### src/rtl/vinstru_capture_pkg.sv
// Shared types and sizes for the virtual-instrument capture stage.
package vinstru_capture_pkg;

  localparam int unsigned SAMPLE_W   = 16;
  localparam int unsigned ADDR_W     = 14;
  localparam int unsigned LEN_W      = 12;
  localparam int unsigned CNT_W      = LEN_W + 1;
  localparam int unsigned WORD_W     = 2 * SAMPLE_W;
  localparam int unsigned WE_W       = WORD_W / 8;
  localparam int unsigned BRAM_WORDS = 4096;

  typedef enum logic [1:0] {
    ST_IDLE    = 2'd0,
    ST_ARMED   = 2'd1,
    ST_CAPTURE = 2'd2,
    ST_DONE    = 2'd3
  } cap_state_e;

  typedef struct packed {
    logic              en;
    logic [WE_W-1:0]   we;
    logic [ADDR_W-1:0] addr;
    logic [WORD_W-1:0] din;
  } bram_wr_t;

  // A zero length selects the whole buffer.
  function automatic logic [CNT_W-1:0] len_to_target(input logic [LEN_W-1:0] len);
    return (len == '0) ? CNT_W'(BRAM_WORDS) : CNT_W'(len);
  endfunction

endpackage

### src/rtl/vinstru_capture_if.sv
// Control, sample-stream and BRAM-port bundle of the capture stage.
interface vinstru_capture_if;
  import vinstru_capture_pkg::*;

  logic                run;
  logic                trig_en;
  logic                trigger;
  logic [LEN_W-1:0]    capture_len;
  logic                sample_valid;
  logic [SAMPLE_W-1:0] sample_data;

  logic                busy;
  logic                done;
  logic [CNT_W-1:0]    words_written;
  logic                bram_en;
  logic [WE_W-1:0]     bram_we;
  logic [ADDR_W-1:0]   bram_addr;
  logic [WORD_W-1:0]   bram_din;

  modport master (
    output run, trig_en, trigger, capture_len, sample_valid, sample_data,
    input  busy, done, words_written, bram_en, bram_we, bram_addr, bram_din
  );

  modport slave (
    input  run, trig_en, trigger, capture_len, sample_valid, sample_data,
    output busy, done, words_written, bram_en, bram_we, bram_addr, bram_din
  );

endinterface

### src/rtl/vinstru_capture.sv
// Packs 16-bit samples pairwise into 32-bit words and writes them to the capture BRAM.
// Run/trigger control arms the capture; done holds until run is dropped.
module vinstru_capture
  import vinstru_capture_pkg::*;
(
  input  logic             clk,
  input  logic             reset,
  vinstru_capture_if.slave cap_if
);

  cap_state_e          state_q, state_d;
  logic                busy_q, busy_d;
  logic                done_q, done_d;
  logic [CNT_W-1:0]    words_q, words_d;
  logic [CNT_W-1:0]    target_q, target_d;
  logic [SAMPLE_W-1:0] half_q, half_d;
  logic                half_vld_q, half_vld_d;
  bram_wr_t            bram_q, bram_d;

  logic                arm_c;
  logic                accept_c;
  logic                wr_c;
  logic                wr_last_c;

  // A sample in the trigger cycle counts as the first sample of the run.
  assign arm_c     = (state_q == ST_IDLE) && cap_if.run;
  assign accept_c  = cap_if.sample_valid && cap_if.run &&
                     ((state_q == ST_CAPTURE) ||
                      ((state_q == ST_ARMED) && cap_if.trigger));
  assign wr_c      = accept_c && half_vld_q;
  assign wr_last_c = wr_c && ((words_q + CNT_W'(1)) == target_q);

  always_ff @(posedge clk or posedge reset) begin
    if (reset) begin
      state_q <= ST_IDLE;
    end else begin
      state_q <= state_d;
    end
  end

  always_comb begin
    state_d = state_q;
    case (state_q)
      ST_IDLE: begin
        if (cap_if.run) begin
          state_d = cap_if.trig_en ? ST_ARMED : ST_CAPTURE;
        end
      end
      ST_ARMED: begin
        if (!cap_if.run) begin
          state_d = ST_IDLE;
        end else if (cap_if.trigger) begin
          state_d = ST_CAPTURE;
        end
      end
      ST_CAPTURE: begin
        if (!cap_if.run) begin
          state_d = ST_IDLE;
        end else if (wr_last_c) begin
          state_d = ST_DONE;
        end
      end
      ST_DONE: begin
        if (!cap_if.run) begin
          state_d = ST_IDLE;
        end
      end
      default: state_d = ST_IDLE;
    endcase
  end

  // Status, pair latch and BRAM write port; en/we pulse only on write cycles.
  always_comb begin
    busy_d     = (state_d == ST_ARMED) || (state_d == ST_CAPTURE);
    done_d     = (state_d == ST_DONE);
    words_d    = words_q;
    target_d   = target_q;
    half_d     = half_q;
    half_vld_d = half_vld_q;
    bram_d     = bram_q;
    bram_d.en  = 1'b0;
    bram_d.we  = '0;

    if (arm_c) begin
      words_d    = '0;
      target_d   = len_to_target(cap_if.capture_len);
      half_vld_d = 1'b0;
    end else if (wr_c) begin
      bram_d.en   = 1'b1;
      bram_d.we   = '1;
      bram_d.addr = {words_q[ADDR_W-3:0], 2'b00};
      bram_d.din  = {cap_if.sample_data, half_q};
      words_d     = words_q + CNT_W'(1);
      half_vld_d  = 1'b0;
    end else if (accept_c) begin
      half_d     = cap_if.sample_data;
      half_vld_d = 1'b1;
    end else if (!cap_if.run) begin
      half_vld_d = 1'b0;
    end
  end

  always_ff @(posedge clk or posedge reset) begin
    if (reset) begin
      busy_q     <= 1'b0;
      done_q     <= 1'b0;
      words_q    <= '0;
      target_q   <= CNT_W'(BRAM_WORDS);
      half_q     <= '0;
      half_vld_q <= 1'b0;
      bram_q     <= '0;
    end else begin
      busy_q     <= busy_d;
      done_q     <= done_d;
      words_q    <= words_d;
      target_q   <= target_d;
      half_q     <= half_d;
      half_vld_q <= half_vld_d;
      bram_q     <= bram_d;
    end
  end

  assign cap_if.busy          = busy_q;
  assign cap_if.done          = done_q;
  assign cap_if.words_written = words_q;
  assign cap_if.bram_en       = bram_q.en;
  assign cap_if.bram_we       = bram_q.we;
  assign cap_if.bram_addr     = bram_q.addr;
  assign cap_if.bram_din      = bram_q.din;

endmodule

### src/flat_wrapper.sv
// flat-port wrapper written by rule: the top's interface ports become plain ports
module vinstru_capture_flat import vinstru_capture_pkg::*;
  (clk, reset, cap_if_run, cap_if_trig_en, cap_if_trigger, cap_if_capture_len, cap_if_sample_valid, cap_if_sample_data, cap_if_busy, cap_if_done, cap_if_words_written, cap_if_bram_en, cap_if_bram_we, cap_if_bram_addr, cap_if_bram_din);
  vinstru_capture_if cap_if_i ();
  input  logic clk;
  input  logic reset;
  input wire logic [$bits(cap_if_i.run)-1:0] cap_if_run;
  input wire logic [$bits(cap_if_i.trig_en)-1:0] cap_if_trig_en;
  input wire logic [$bits(cap_if_i.trigger)-1:0] cap_if_trigger;
  input wire logic [$bits(cap_if_i.capture_len)-1:0] cap_if_capture_len;
  input wire logic [$bits(cap_if_i.sample_valid)-1:0] cap_if_sample_valid;
  input wire logic [$bits(cap_if_i.sample_data)-1:0] cap_if_sample_data;
  output wire logic [$bits(cap_if_i.busy)-1:0] cap_if_busy;
  output wire logic [$bits(cap_if_i.done)-1:0] cap_if_done;
  output wire logic [$bits(cap_if_i.words_written)-1:0] cap_if_words_written;
  output wire logic [$bits(cap_if_i.bram_en)-1:0] cap_if_bram_en;
  output wire logic [$bits(cap_if_i.bram_we)-1:0] cap_if_bram_we;
  output wire logic [$bits(cap_if_i.bram_addr)-1:0] cap_if_bram_addr;
  output wire logic [$bits(cap_if_i.bram_din)-1:0] cap_if_bram_din;
  assign cap_if_i.run = cap_if_run;
  assign cap_if_i.trig_en = cap_if_trig_en;
  assign cap_if_i.trigger = cap_if_trigger;
  assign cap_if_i.capture_len = cap_if_capture_len;
  assign cap_if_i.sample_valid = cap_if_sample_valid;
  assign cap_if_i.sample_data = cap_if_sample_data;
  assign cap_if_busy = cap_if_i.busy;
  assign cap_if_done = cap_if_i.done;
  assign cap_if_words_written = cap_if_i.words_written;
  assign cap_if_bram_en = cap_if_i.bram_en;
  assign cap_if_bram_we = cap_if_i.bram_we;
  assign cap_if_bram_addr = cap_if_i.bram_addr;
  assign cap_if_bram_din = cap_if_i.bram_din;
  vinstru_capture u_core (.clk(clk), .reset(reset), .cap_if(cap_if_i));
endmodule
### config.mk
export PLATFORM = sky130hd
export DESIGN_NAME = vinstru_capture_flat
export DESIGN_NICKNAME = d
export VERILOG_FILES = /design/src/rtl/vinstru_capture_pkg.sv /design/src/rtl/vinstru_capture_if.sv /design/src/rtl/vinstru_capture.sv /design/src/flat_wrapper.sv
export SDC_FILE = /design/constraint.sdc
export NUM_CORES = 1
export LEC_CHECK = 0
export BUFFER_PORTS_ARGS = -buffer_cell sky130_fd_sc_hd__buf_2
export CAP_MARGIN = 20
export CORE_AREA = 4 4 107 109
export CTS_CLUSTER_SIZE = 12
export DETAILED_ROUTE_END_ITERATION = 8
export DIE_AREA = 0 0 111 113
export SLEW_MARGIN = 40
export SYNTH_ARGS = -nofsm -noshare
export SYNTH_HDL_FRONTEND = slang
export SYNTH_SLANG_ARGS = --single-unit
### constraint.sdc
create_clock -name clk -period 7.5 [get_ports clk]
set_input_delay 1.875 -clock clk [delete_from_list [all_inputs] [get_ports clk]]
set_output_delay 1.875 -clock clk [all_outputs]
set_load 0.01 [all_outputs]
Yosys cells after proc, flatten, opt, wreduce, memory -nomap -nowiden
Index checks and enable logic that the tools add are counted.
Widths: inputs -> output; s select.

storage, ports and cells
  flip-flop bits (word level) = 96
  output and inout bits = 66

operators by class
  eq/ne operators = 8
  $add $sub $neg = 1
  bitwise logic cells = 2
  mux-type cells = 17
  reductions and logical operators = 13

operators by type and width
  kind                   number
  $mux 51                2
  $mux 13                3
  $mux 2                 7
  $add 13x1->13 const B  1
  $eq 13x13->1           1
  $logic_not 12->1       1
  $eq 2x2->1 const B     4
  $pmux 2 s4             1
  $logic_and 1x1->1      6
  $eq 2x1->1 const B     2
  $mux 1                 4
  $ne 4x1->1 const B     1
  $reduce_and 3->1       1
  $logic_not 2->1        1
  $logic_or 1x1->1       2
  $not 1->1              2
  $reduce_and 2->1       1
  $reduce_bool 2->1      1

Longest topological paths before layout
  depth after elaboration = 11
  gate-level depth with buffers = 8
  mapped depth without buffers = 7

Least setup slack after synthesis
No wires, ideal clock.

  kind = input to register
  start point = input cap_if_run
  end point = register u_core.half_q[0]
  arrival time = 3.188 ns
  required time = 7.375 ns
  stages on the path = 5
  path slack = 4.187 ns
  library setup time = 0.125 ns
  buffers on the path = 2
  path through = clkbuf_1 nand2_1 a211oi_2 buf_2 mux2_2

on the way
  cells in the longest elaborated chain, start to end = 5

ends and longest elaborated chain
  element                          line                    RTL
  start, declared                  flat_wrapper.sv:7       input wire logic [$bits(cap_if_i.run)-1:0] cap_if_run;
  $logic_and 1x1->1 (2 in series)  vinstru_capture.sv:27   assign accept_c = cap_if.sample_valid && cap_if.run &&
  $logic_and 1x1->1                vinstru_capture.sv:30   assign wr_c = accept_c && half_vld_q;
  $not 1->1 (no line)              -
  $reduce_and 3->1 (no line) (*)   -
  end signal, assigned             vinstru_capture.sv:117  half_q <= half_d;
  end, declared                    vinstru_capture.sv:16   logic [SAMPLE_W-1:0] half_q, half_d;

Every way passes the cells marked *; elsewhere a longest branch is shown, timed or not.
A chain may end at the register's enable or synchronous reset.

Worst setup path after layout
  start point = register u_core.words_q[3], in the netlist u_core.cap_if.words_written[3]
  end point = output cap_if_words_written[3]

RTL lines
  element                 line                    RTL
  start, declared         vinstru_capture.sv:14   logic [CNT_W-1:0] words_q, words_d;
  start signal, assigned  vinstru_capture.sv:115  words_q <= words_d;
  end, declared           flat_wrapper.sv:15      output wire logic [$bits(cap_if_i.words_written)-1:0] cap_if_words_written;

No word-level cell between the ends.

==> impl_metrics.py <==
metrics = {
    "finish": {
        "final_core_util": 0.457,
        "stdcell_count": 666,
        "fin_area_um2": 4840,
        "drive_above_1_share": 0.262,
        "insertedDiodeCount": 0,
        "finalNetCount": 557,
        "syn_to_final_growth_pct": 18.3,
        "fillCellCount": 1065,
    },
    "global_routing": {
        "grt_pass1_wl_mm": 16.1,
        "track_usage": 0.158,
        "grt_overflow": 0,
        "grt_pass1_vias": 3281,
        "antenna_found_initial": 1,
        "grt_max_degree": 62,
    },
    "critical_path": {
        "path_class": "reg -> out",
        "crit_arrival_ns": 1.19,
        "cp-start-kind": "register",
        "critPathLaunch": "u_core.cap_if.words_written[3]$_DFFE_PP0P_",
        "crit_chain": "buf_2",
        "reg2reg_depth": 7,
        "path_depth": 1,
        "cp.required_ns": 5.62,
        "cpPeakStageDelay_ns": 0.62,
        "reg2reg_slack_ns": 4.81,
        "cp_max_fo": 11,
        "crit_end": "cap_if_words_written[3]",
        "cp_num_buf_inv": 1,
        "crit_path_end_kind": "output pin",
        "worstReg2RegStart": "u_core.cap_if.words_written[0]$_DFFE_PP0P_",
        "r2r_end": "u_core.cap_if.busy$_DFF_PP0_",
        "path_delay_family": "flip-flops",
        "critPathSlowestCell": "dfrtp_1",
    },
    "routing": {
        "first_pass_iters": 4,
        "drc": 0,
        "drtIter0Drc": 161,
        "avgRoutedWirePerCell_um": 14.2,
        "ant_nets": 0,
        "viasPerCell": 4.87,
        "totalWireLength_mm": 9.45,
        "num_vias": 3244,
    },
    "logic_synthesis": {
        "synth-simple-area-share": 0.237,
        "synth_area_um2": 4090,
        "ys.flop_type": "dfrtp_1",
        "async_flop_share": 1.00,
        "netlist_top_cells_area": "dfrtp_1 (56%), nand2_1 (17%), mux2_2 (4.4%), xnor2_1 (2.8%), o21ai_0 (2.6%)",
        "synth_top_area_cell": "dfrtp_1",
        "synth-xor-area-share": 0.0406,
        "netlist_instances": 437,
        "synth-seq-cells": 92,
        "synth_edf_count": 0,
        "synth_top_family_by_area": "simple AND/OR/NAND/NOR gates",
        "synth.distinct_cells": 43,
        "syn-mean-instance-area_um2": 9.37,
        "synthTopCellsByCount": "nand2_1 (185), dfrtp_1 (91), o21ai_0 (21)",
        "synth_mux_area_frac": 0.0440,
        "yosys_warnings": 0,
        "synth-compound-area-share": 0.0636,
        "synthAdderAreaFrac": 0.00611,
        "synth_top_area_share": 0.556,
        "yosysMostFrequentCell": "nand2_1",
        "synth_seq_area_share": 0.563,
    },
    "sta": {
        "post-route-period-util": 0.408,
        "skew_ns": 0.0149,
        "min_period_ns": 3.06,
        "slew_viol_final": 0,
        "finalSetupViolCount": 0,
        "worstMarginPinSlew_ns": 0.721,
        "slew_headroom": 0.520,
        "finalSetupTns_ns": 0,
        "setup_ws_ns": 4.44,
        "fmax_ghz": 0.327,
        "rsz0062_at_grt": "no",
        "finalHoldViolations": 0,
        "whs_ns": 0.473,
    },
    "outcome": {
        "status": "complete, no violations",
    },
    "placement": {
        "port_buffers": 97,
        "gp_congestion": 0.823,
        "dp_hpwl_mm": 6.61,
        "pre_cts_ws_ns": 4.11,
        "placed_cells_incl_taps": 650,
        "placed_cell_area_um2": 4620,
    },
    "pwr": {
        "power_density_nw_per_um2": 247,
        "peakVddDrop_mv": 0.116,
        "leakage_nw": 2.60,
        "power_mw": 1.20,
    },
    "run": {
        "max_cap_violations": 0,
    },
    "clock_tree": {
        "clock_path_buffers": 2,
        "tritoncts": "done",
        "clkTransAtPathRegs_ns": 0.09,
        "cts.sinks": 92,
        "cts_resized": 0,
        "cts-root-buf": "clkbuf_8",
        "clkLatencyLatePin_ns": 0.36,
        "cts_buffers": 9,
        "htree_num_levels": 3,
        "postCtsHoldBufs": 0,
        "cts_setup_buffers": 0,
    },
    "floorplanning": {
        "row_count": 38,
        "initial_core_util": 0.386,
        "dieArea_um2": 12500,
        "coreArea_um2": 10600,
        "die_h_um": 113,
        "ios": 100,
        "die_w_um": 111,
    },
    "worst_hold_path": {
        "hp-class": "reg -> reg",
    },
}
## flip-flops by register name, indices dropped and copies added, names as in the netlist
register	flops
u_core.cap_if.bram_din	32
u_core.half_q	16
u_core.cap_if.words_written	13
u_core.target_q	13
u_core.cap_if.bram_addr	12
u_core.state_q	2
u_core.cap_if.bram_we	1
u_core.cap_if.busy	1
u_core.cap_if.done	1
u_core.half_vld_q	1
## worst min-delay path by stage
stage | startpoint | endpoint | slack (ns) | depth (start not counted)
floorplan | u_core.half_q[0]$_DFFE_PP0P_ | u_core.cap_if.bram_din[0]$_DFFE_PP0P_ | 0.43 | 2
global placement | u_core.half_q[6]$_DFFE_PP0P_ | u_core.cap_if.bram_din[6]$_DFFE_PP0P_ | 0.45 | 2
detailed placement | u_core.half_q[9]$_DFFE_PP0P_ | u_core.cap_if.bram_din[9]$_DFFE_PP0P_ | 0.45 | 2
CTS | u_core.half_q[6]$_DFFE_PP0P_ | u_core.cap_if.bram_din[6]$_DFFE_PP0P_ | 0.47 | 2
global route | u_core.cap_if.bram_din[20]$_DFFE_PP0P_ | u_core.cap_if.bram_din[20]$_DFFE_PP0P_ | 0.50 | 2
finish | u_core.half_q[6]$_DFFE_PP0P_ | u_core.cap_if.bram_din[6]$_DFFE_PP0P_ | 0.47 | 2
## report_power, final
part | switching [mW] | internal, mW
registers | 0.0479 | 0.578
clock network | 0.186 | 0.193
logic | 0.104 | 0.0903
total | 0.338 | 0.861
## metal layers
metal  part of all wire  track usage
met5            0.00074            0
met3              0.062       0.0406
met2               0.47        0.250
met4              0.018       0.0591
met1               0.45        0.210
## area by class of cell
| class | count | area (µm²) | area share |
|---|---|---|---|
| Sequential cell | 92 | 2300 | 0.476 |
| Clock inverter | 7 | 103 | 0.0212 |
| Inverter | 3 | 12.5 | 0.00258 |
| Timing Repair Buffer | 101 | 515 | 0.106 |
| Tap cell | 140 | 175 | 0.0362 |
| Clock buffer | 9 | 124 | 0.0256 |
| Multi-Input combinational cell | 314 | 1610 | 0.332 |
## cells by family after synthesis
group	after synthesis
xor gates and xnor gates	19
DFF	92
other	1
and+or+nand+nor	234
buffers and inverters	32
adders and majority gates	2
muxes	16
AOI/OAI and AO/OA	41
## cell usage in the layout (no fill, tap or decap), types with 4 or more instances in the layout
cell type,synthesis,routed
o31ai_1,5,5
mux2_2,16,16
dfrtp_1,91,91
buf_2,3,97
o21ai_0,21,21
inv_6,0,4
nand2_1,185,185
nor3_1,4,4
nand3_1,12,12
xnor2_1,13,13
xor2_1,6,6
clkbuf_8,0,9
buf_4,6,4
nor2_1,12,12
nor4_1,4,4
No activity file was read; power rests on OpenSTA's default activity.
